`src/rtl/cond_pkg.sv`:
```
// Shared definitions for ARM condition evaluation and IT-block predication.
package cond_pkg;

  typedef enum logic [3:0] {
    CC_EQ = 4'h0, CC_NE, CC_CS, CC_CC, CC_MI, CC_PL, CC_VS, CC_VC,
    CC_HI, CC_LS, CC_GE, CC_LT, CC_GT, CC_LE, CC_AL, CC_NV
  } cond_e;

  typedef enum logic {IT_IDLE = 1'b0, IT_ACTIVE = 1'b1} it_state_t;

  localparam int FLAG_N = 3;
  localparam int FLAG_Z = 2;
  localparam int FLAG_C = 1;
  localparam int FLAG_V = 0;

  // AL has no inverse encoding, so it stays AL in the "else" slots.
  function automatic logic [3:0] cond_invert(input logic [3:0] c);
    return (c == CC_AL) ? c : {c[3:1], ~c[0]};
  endfunction

endpackage

```
`src/rtl/cond_en_flop.sv`:
```
// Enable flop with asynchronous active-low clear; one instance per flag group.
module cond_en_flop #(
  parameter int W = 1
) (
  input  logic         clk,
  input  logic         reset,
  input  logic         en,
  input  logic [W-1:0] d,
  output logic [W-1:0] q
);

  always_ff @(posedge clk or negedge reset) begin
    if (!reset)  q <= '0;
    else if (en) q <= d;
  end

endmodule

```
`src/rtl/condcheck_p.sv`:
```
// Combinational ARM condition evaluator: cond + NZCV -> pass.
module condcheck_p
  import cond_pkg::*;
(
  input  logic [3:0] cond,
  input  logic [3:0] flags,
  output logic       pass
);

  logic n, z, c, v;

  always_comb begin
    n    = flags[FLAG_N];
    z    = flags[FLAG_Z];
    c    = flags[FLAG_C];
    v    = flags[FLAG_V];
    pass = 1'b0;
    case (cond)
      CC_EQ: pass = z;
      CC_NE: pass = ~z;
      CC_CS: pass = c;
      CC_CC: pass = ~c;
      CC_MI: pass = n;
      CC_PL: pass = ~n;
      CC_VS: pass = v;
      CC_VC: pass = ~v;
      CC_HI: pass = c & ~z;
      CC_LS: pass = ~c | z;
      CC_GE: pass = (n == v);
      CC_LT: pass = (n != v);
      CC_GT: pass = ~z & (n == v);
      CC_LE: pass = z | (n != v);
      CC_AL: pass = 1'b1;
      default: pass = 1'b0;
    endcase
  end

endmodule

```
`src/rtl/condlogic_it.sv`:
```
// Conditional-execution unit: NZCV register, condition gating and IT-block
// predication with stall/flush qualification and optional output register.
module condlogic_it
  import cond_pkg::*;
#(
  parameter int FLAG_GROUPS = 2,
  parameter int ITDEPTH     = 4,
  parameter int OUT_REG     = 0
) (
  input  logic                         clk,
  input  logic                         reset,
  input  logic                         valid,
  input  logic                         stall,
  input  logic                         flush,
  input  logic [3:0]                   Cond,
  input  logic [3:0]                   ALUFlags,
  input  logic [FLAG_GROUPS-1:0]       FlagW,
  input  logic                         PCS,
  input  logic                         RegW,
  input  logic                         MemW,
  input  logic                         ItStart,
  input  logic [$clog2(ITDEPTH+1)-1:0] ItLen,
  input  logic [ITDEPTH-1:0]           ItMask,
  output logic                         PCSrc,
  output logic                         RegWrite,
  output logic                         MemWrite,
  output logic                         CondEx,
  output logic [3:0]                   Flags,
  output logic                         ItActive
);

  localparam int LEN_W  = $clog2(ITDEPTH+1);
  localparam int SLOT_W = (ITDEPTH > 1) ? $clog2(ITDEPTH) : 1;
  localparam int GW     = 4 / FLAG_GROUPS;

  it_state_t          state_q, state_d;
  logic [3:0]         base_q, base_d;
  logic [LEN_W-1:0]   len_q, len_d;
  logic [ITDEPTH-1:0] mask_q, mask_d;
  logic [SLOT_W-1:0]  slot_q, slot_d;

  logic       accept, it_active, it_instr, pass, cond_ex, exec_ok, taken, last_slot;
  logic [3:0] eff_cond, out_d, out_c;
  logic [FLAG_GROUPS-1:0] flag_we;

  // Reset also masks the combinational outputs so they drop immediately.
  assign accept    = reset & valid & ~stall & ~flush;
  assign it_active = (state_q == IT_ACTIVE);
  assign it_instr  = ItStart & ~it_active;
  assign last_slot = (int'(slot_q) + 1 == int'(len_q));

  always_comb begin
    eff_cond = Cond;
    if (it_active) eff_cond = mask_q[slot_q] ? base_q : cond_invert(base_q);
  end

  condcheck_p u_check (.cond(eff_cond), .flags(Flags), .pass(pass));

  // The IT instruction reports its own condition but never executes anything.
  always_comb begin
    cond_ex = 1'b0;
    exec_ok = 1'b0;
    if (accept) begin
      if (it_instr) begin
        cond_ex = (Cond != CC_NV);
      end else begin
        cond_ex = pass;
        exec_ok = pass;
      end
    end
  end

  assign taken   = exec_ok & PCS;
  assign flag_we = {FLAG_GROUPS{exec_ok}} & FlagW;

  for (genvar g = 0; g < FLAG_GROUPS; g++) begin : g_flag
    cond_en_flop #(.W(GW)) u_flag (
      .clk  (clk),
      .reset(reset),
      .en   (flag_we[g]),
      .d    (ALUFlags[GW*g +: GW]),
      .q    (Flags[GW*g +: GW])
    );
  end

  always_comb begin
    state_d = state_q;
    base_d  = base_q;
    len_d   = len_q;
    mask_d  = mask_q;
    slot_d  = slot_q;
    if (flush) begin
      state_d = IT_IDLE;
      slot_d  = '0;
    end else if (accept) begin
      if (!it_active) begin
        if (ItStart && ItLen != '0 && int'(ItLen) <= ITDEPTH) begin
          state_d = IT_ACTIVE;
          base_d  = Cond;
          len_d   = ItLen;
          mask_d  = ItMask;
          slot_d  = '0;
        end
      end else if (last_slot || taken) begin
        state_d = IT_IDLE;
        slot_d  = '0;
      end else begin
        slot_d = slot_q + 1'b1;
      end
    end
  end

  always_ff @(posedge clk or negedge reset) begin
    if (!reset) begin
      state_q <= IT_IDLE;
      base_q  <= '0;
      len_q   <= '0;
      mask_q  <= '0;
      slot_q  <= '0;
    end else begin
      state_q <= state_d;
      base_q  <= base_d;
      len_q   <= len_d;
      mask_q  <= mask_d;
      slot_q  <= slot_d;
    end
  end

  assign ItActive = it_active;
  assign out_d    = {cond_ex, PCS & exec_ok, RegW & exec_ok, MemW & exec_ok};

  if (OUT_REG != 0) begin : g_oreg
    logic [3:0] out_q;
    always_ff @(posedge clk or negedge reset) begin
      if (!reset) out_q <= '0;
      else        out_q <= out_d;
    end
    assign out_c = out_q;
  end else begin : g_ocomb
    assign out_c = out_d;
  end

  assign {CondEx, PCSrc, RegWrite, MemWrite} = out_c;

endmodule

```
`config.mk`:
```
export PLATFORM = sky130hd
export DESIGN_NAME = condlogic_it
export DESIGN_NICKNAME = d
export VERILOG_FILES = /design/src/rtl/cond_pkg.sv /design/src/rtl/cond_en_flop.sv /design/src/rtl/condcheck_p.sv /design/src/rtl/condlogic_it.sv
export SDC_FILE = /design/constraint.sdc
export NUM_CORES = 1
export LEC_CHECK = 0
export BUFFER_PORTS_ARGS = -buffer_cell sky130_fd_sc_hd__buf_2
export CAP_MARGIN = 10
export CORE_MARGIN = 5
export CORE_UTILIZATION = 54
export CTS_BUF_LIST = sky130_fd_sc_hd__clkbuf_16
export DETAILED_ROUTE_END_ITERATION = 7
export PLACE_DENSITY_LB_ADDON = 0.25
export SETUP_SLACK_MARGIN = 0.15
export SLEW_MARGIN = 20
export SYNTH_ARGS = -nofsm -noshare
export SYNTH_HDL_FRONTEND = slang
export SYNTH_SLANG_ARGS = --single-unit
```
`constraint.sdc`:
```
create_clock -name clk -period 5.8 [get_ports clk]
set_input_delay 0.29 -clock clk [delete_from_list [all_inputs] [get_ports clk]]
set_output_delay 0.29 -clock clk [all_outputs]
set_load 0.02 [all_outputs]
```
==> run_results.csv <==
group,metric,value,unit
clock_tree,post-cts-setup-buffers,0,
synth,async_flop_share,100.0,%
detailed_routing,drc,0,
synth,synthCells,110,
timing,max_slew_margin,50.24,%
grt,grt-ovfl-total,0,
critical_path,slowest_delay,0.52,ns
synth,syn_area_per_cell,10.57,um^2
synth,synth_warnings,0,
grt,grt_max_degree,20,
critical_path,critPathBufInv,3,
min_path,hp-class,"input pin to flip-flop",
synth,synth_nets,137,
synth,synthTopCellsByArea,"dfrtp_1 (39%), mux2_2 (11%), mux2i_1 (8.6%)",
critical_path,path_class,"input pin to output port",
grt,grtUsageTotal,17.59,%
clock_tree,cts_made_buffers,3,
grt,grt_pass1_vias,977,
die,die-area,0.003180,mm^2
critical_path,cp_top_family,"simple AND/OR/NAND/NOR gates",
die,pin_count,35,
synth,post_synth_num_cell_types,35,
timing,tns,0,ns
detailed_routing,wirelength,2500,um
synth,syn-cell-area,0.001162,mm^2
clock_tree,cts_htree_levels,1,
synth,synth_seq_cells,18,
critical_path,r2r_setup_slack,3.17,ns
timing,finalHoldViolations,0,
timing,fin_ws,2.623,ns
timing,clock.fmax,314.7,MHz
clock_tree,cts.sinks,18,
min_path,hold_path_depth,2,
finish,final_layout_size_suffix_gt1_share,35.62,%
detailed_routing,firstDrtPassIters,4,
detailed_routing,wl_per_cell,14.45,um
critical_path,reg2reg_depth,6,
timing,slew_violations,0,
finish,area_growth,24.76,%
critical_path,cp_slowest_cell,"dlygate4sd3_1",
synth,synth_common_cells,"dfrtp_1 (18), mux2_2 (11), mux2i_1 (10)",
timing,finalClockSkew,0.002790,ns
grt,grt_pass1_wl,4471,um
critical_path,cp.arrival,2.89,ns
pwr,p_leak,0.6924,nW
synth,synth_top_cell_by_area,"dfrtp_1",
timing,fin_crit,3.177,ns
critical_path,startpoint_type,"input pin",
critical_path,cp.depth,8,
die,chipWidth,56.40,um
synth,synth.most_common_cell,"dfrtp_1",
clock_tree,root_buffer,"clkbuf_16",
die,coreArea,0.002002,mm^2
critical_path,end_kind,"output port",
timing,tightest_slew,0.7409,ns
die,rows,16,
critical_path,cp_max_fo,19,
synth,synth_edf_count,0,
status,outcome,"complete, no violations",
clock_tree,clock_latency,0.25,ns
placement,hpwl,1964,um
synth,synth_flop_cell,"dfrtp_1",
timing,fin_crit_sh,54.78,%
finish,insertedDiodeCount,0,
critical_path,cp_cell_sequence,"dlygate4sd3_1, buf_2, nand3b_1, nor3b_1, nor2b_1, nand3_1, mux2i_1, buf_2",
detailed_routing,dr_total_vias,965,
placement,dpl_worst_slack,3.116,ns
timing,rsz0062_at_grt,"false",
detailed_routing,vias_per_cell,5.578,
detailed_routing,drt_iter0_markers,9,
clock_tree,cts_tree,"built",
placement,numPortBuffers,34,
detailed_routing,ant_nets,0,
timing,setup_viol,0,
placement,gp_congestion,0.7781,
critical_path,required,5.51,ns
die,die_h,56.40,um
finish,nNetsFinal,174,
synth,yosysSeqAreaShare,38.75,%
critical_path,cp_common_cell,"buf_2",
pwr,powerDensity,305.6,mW/mm^2
pwr,peakVddDrop,308.0,uV
die,start_util,58.06,%
synth,synth_top_area_share,38.75,%
clock_tree,clockBufferDepth,2,
clock_tree,clk_pin_slew,0.05,ns
run,drv_cap,0,
grt,grt_antenna_before_repair,0,
clock_tree,cts_resized,0,
==> placed cells by master (no fill, tap or decap), types with 2 or more instances in the layout <==
| master | instances |
|---|---|
| buf_2 | 34 |
| dfrtp_1 | 18 |
| mux2_2 | 11 |
| mux2i_1 | 10 |
| o21ai_0 | 6 |
| nor2_1 | 5 |
| a21oi_1 | 5 |
| nor3_1 | 5 |
| and3_1 | 5 |
| nand3b_1 | 4 |
| nand3_1 | 4 |
| mux2_1 | 4 |
| nor2b_1 | 3 |
| nand2_1 | 3 |
| clkbuf_16 | 3 |
| nand2b_1 | 2 |
| inv_1 | 2 |
| and2_1 | 2 |
| nand4_1 | 2 |
| xnor2_1 | 2 |
==> final cells by class <==
cell class	instances	area [um^2]
well taps	27	33.78
clock inverters	1	3.754
clock buffers	3	75.07
fillers	160	551.8
repair buffers	35	180.2
flip-flops and latches	18	450.4
multi-input cells	87	699.4
inverters	2	7.507
==> cell families (layout without fill, tap and decap cells) <==
family | Yosys count | after routing | synth area share, %
buffers and inverters | 5 | 41 | 2.368
adders and majority gates | 1 | 1 | 1.076
DFF | 18 | 18 | 38.75
xor gates and xnor gates | 3 | 3 | 2.261
and+or+nand+nor | 39 | 39 | 19.05
muxes | 27 | 27 | 26.37
AOI/OAI and AO/OA | 17 | 17 | 10.12
==> state kept, by name (all words and copies together), names as in the netlist <==
register,count
ItActive,1
base_q,4
g_flag.u_flag.q,4
len_q,3
mask_q,4
slot_q,2
==> per-stage QoR <==
stage	total power [W]	util [%]	hold slack (ns)	area (um^2)	instances
floorplan	0.0002708	-	-0.005591	1162	110
global placement	0.0003024	67.56	0.2396	1353	168
detailed placement	0.0003084	68.00	0.2463	1361	168
CTS	0.0004473	72.44	0.2579	1450	173
global route	0.0004691	72.44	0.2613	1450	173
finish	0.0004432	72.44	0.2587	1450	173
==> worst register-to-register path: stages, from the launching register on <==
cell and delay, ns:
dfrtp_1 0.72, mux2i_1 0.44, and3_1 0.21, o21ai_1 0.10, a32oi_4 0.32, mux2i_1 0.36, mux2_1 0.36
==> power by group <==
part / switching [W] / internal (W)
sequential: 0.0000283 / 0.000152
combinational: 0.0000631 / 0.0000646
clock: 0.0000440 / 0.0000915
==> worst paths after layout <==
kind                                        from                                 to
max                                        reset                              PCSrc
max reg2reg                 ItActive$_DFFE_PN0P_  g_flag[1].u_flag.q[0]$_DFFE_PN0P_
max in group asynchronous                  reset              mask_q[3]$_DFFE_PN0P_
min reg2reg                mask_q[1]$_DFFE_PN0P_              mask_q[1]$_DFFE_PN0P_
min in group asynchronous                  reset               len_q[1]$_DFFE_PN0P_
min                                  ALUFlags[1]  g_flag[0].u_flag.q[1]$_DFFE_PN0P_
==> what timing repair did <==
item | CTS | global route
hold buffers | 1 | 0
endpoints found under the hold margin | 18 | 0
setup endpoints to repair | 0 | 0
==> routing by layer <==
layer	vias to the layer above	track usage, %	wire, um
met1	461	21.97	1104
met3	0	5.505	146
met4	0	4.746	0
li1	483	-	-
met5	-	0	0
met2	21	29.22	1249
(Power assumes the default switching activity.)
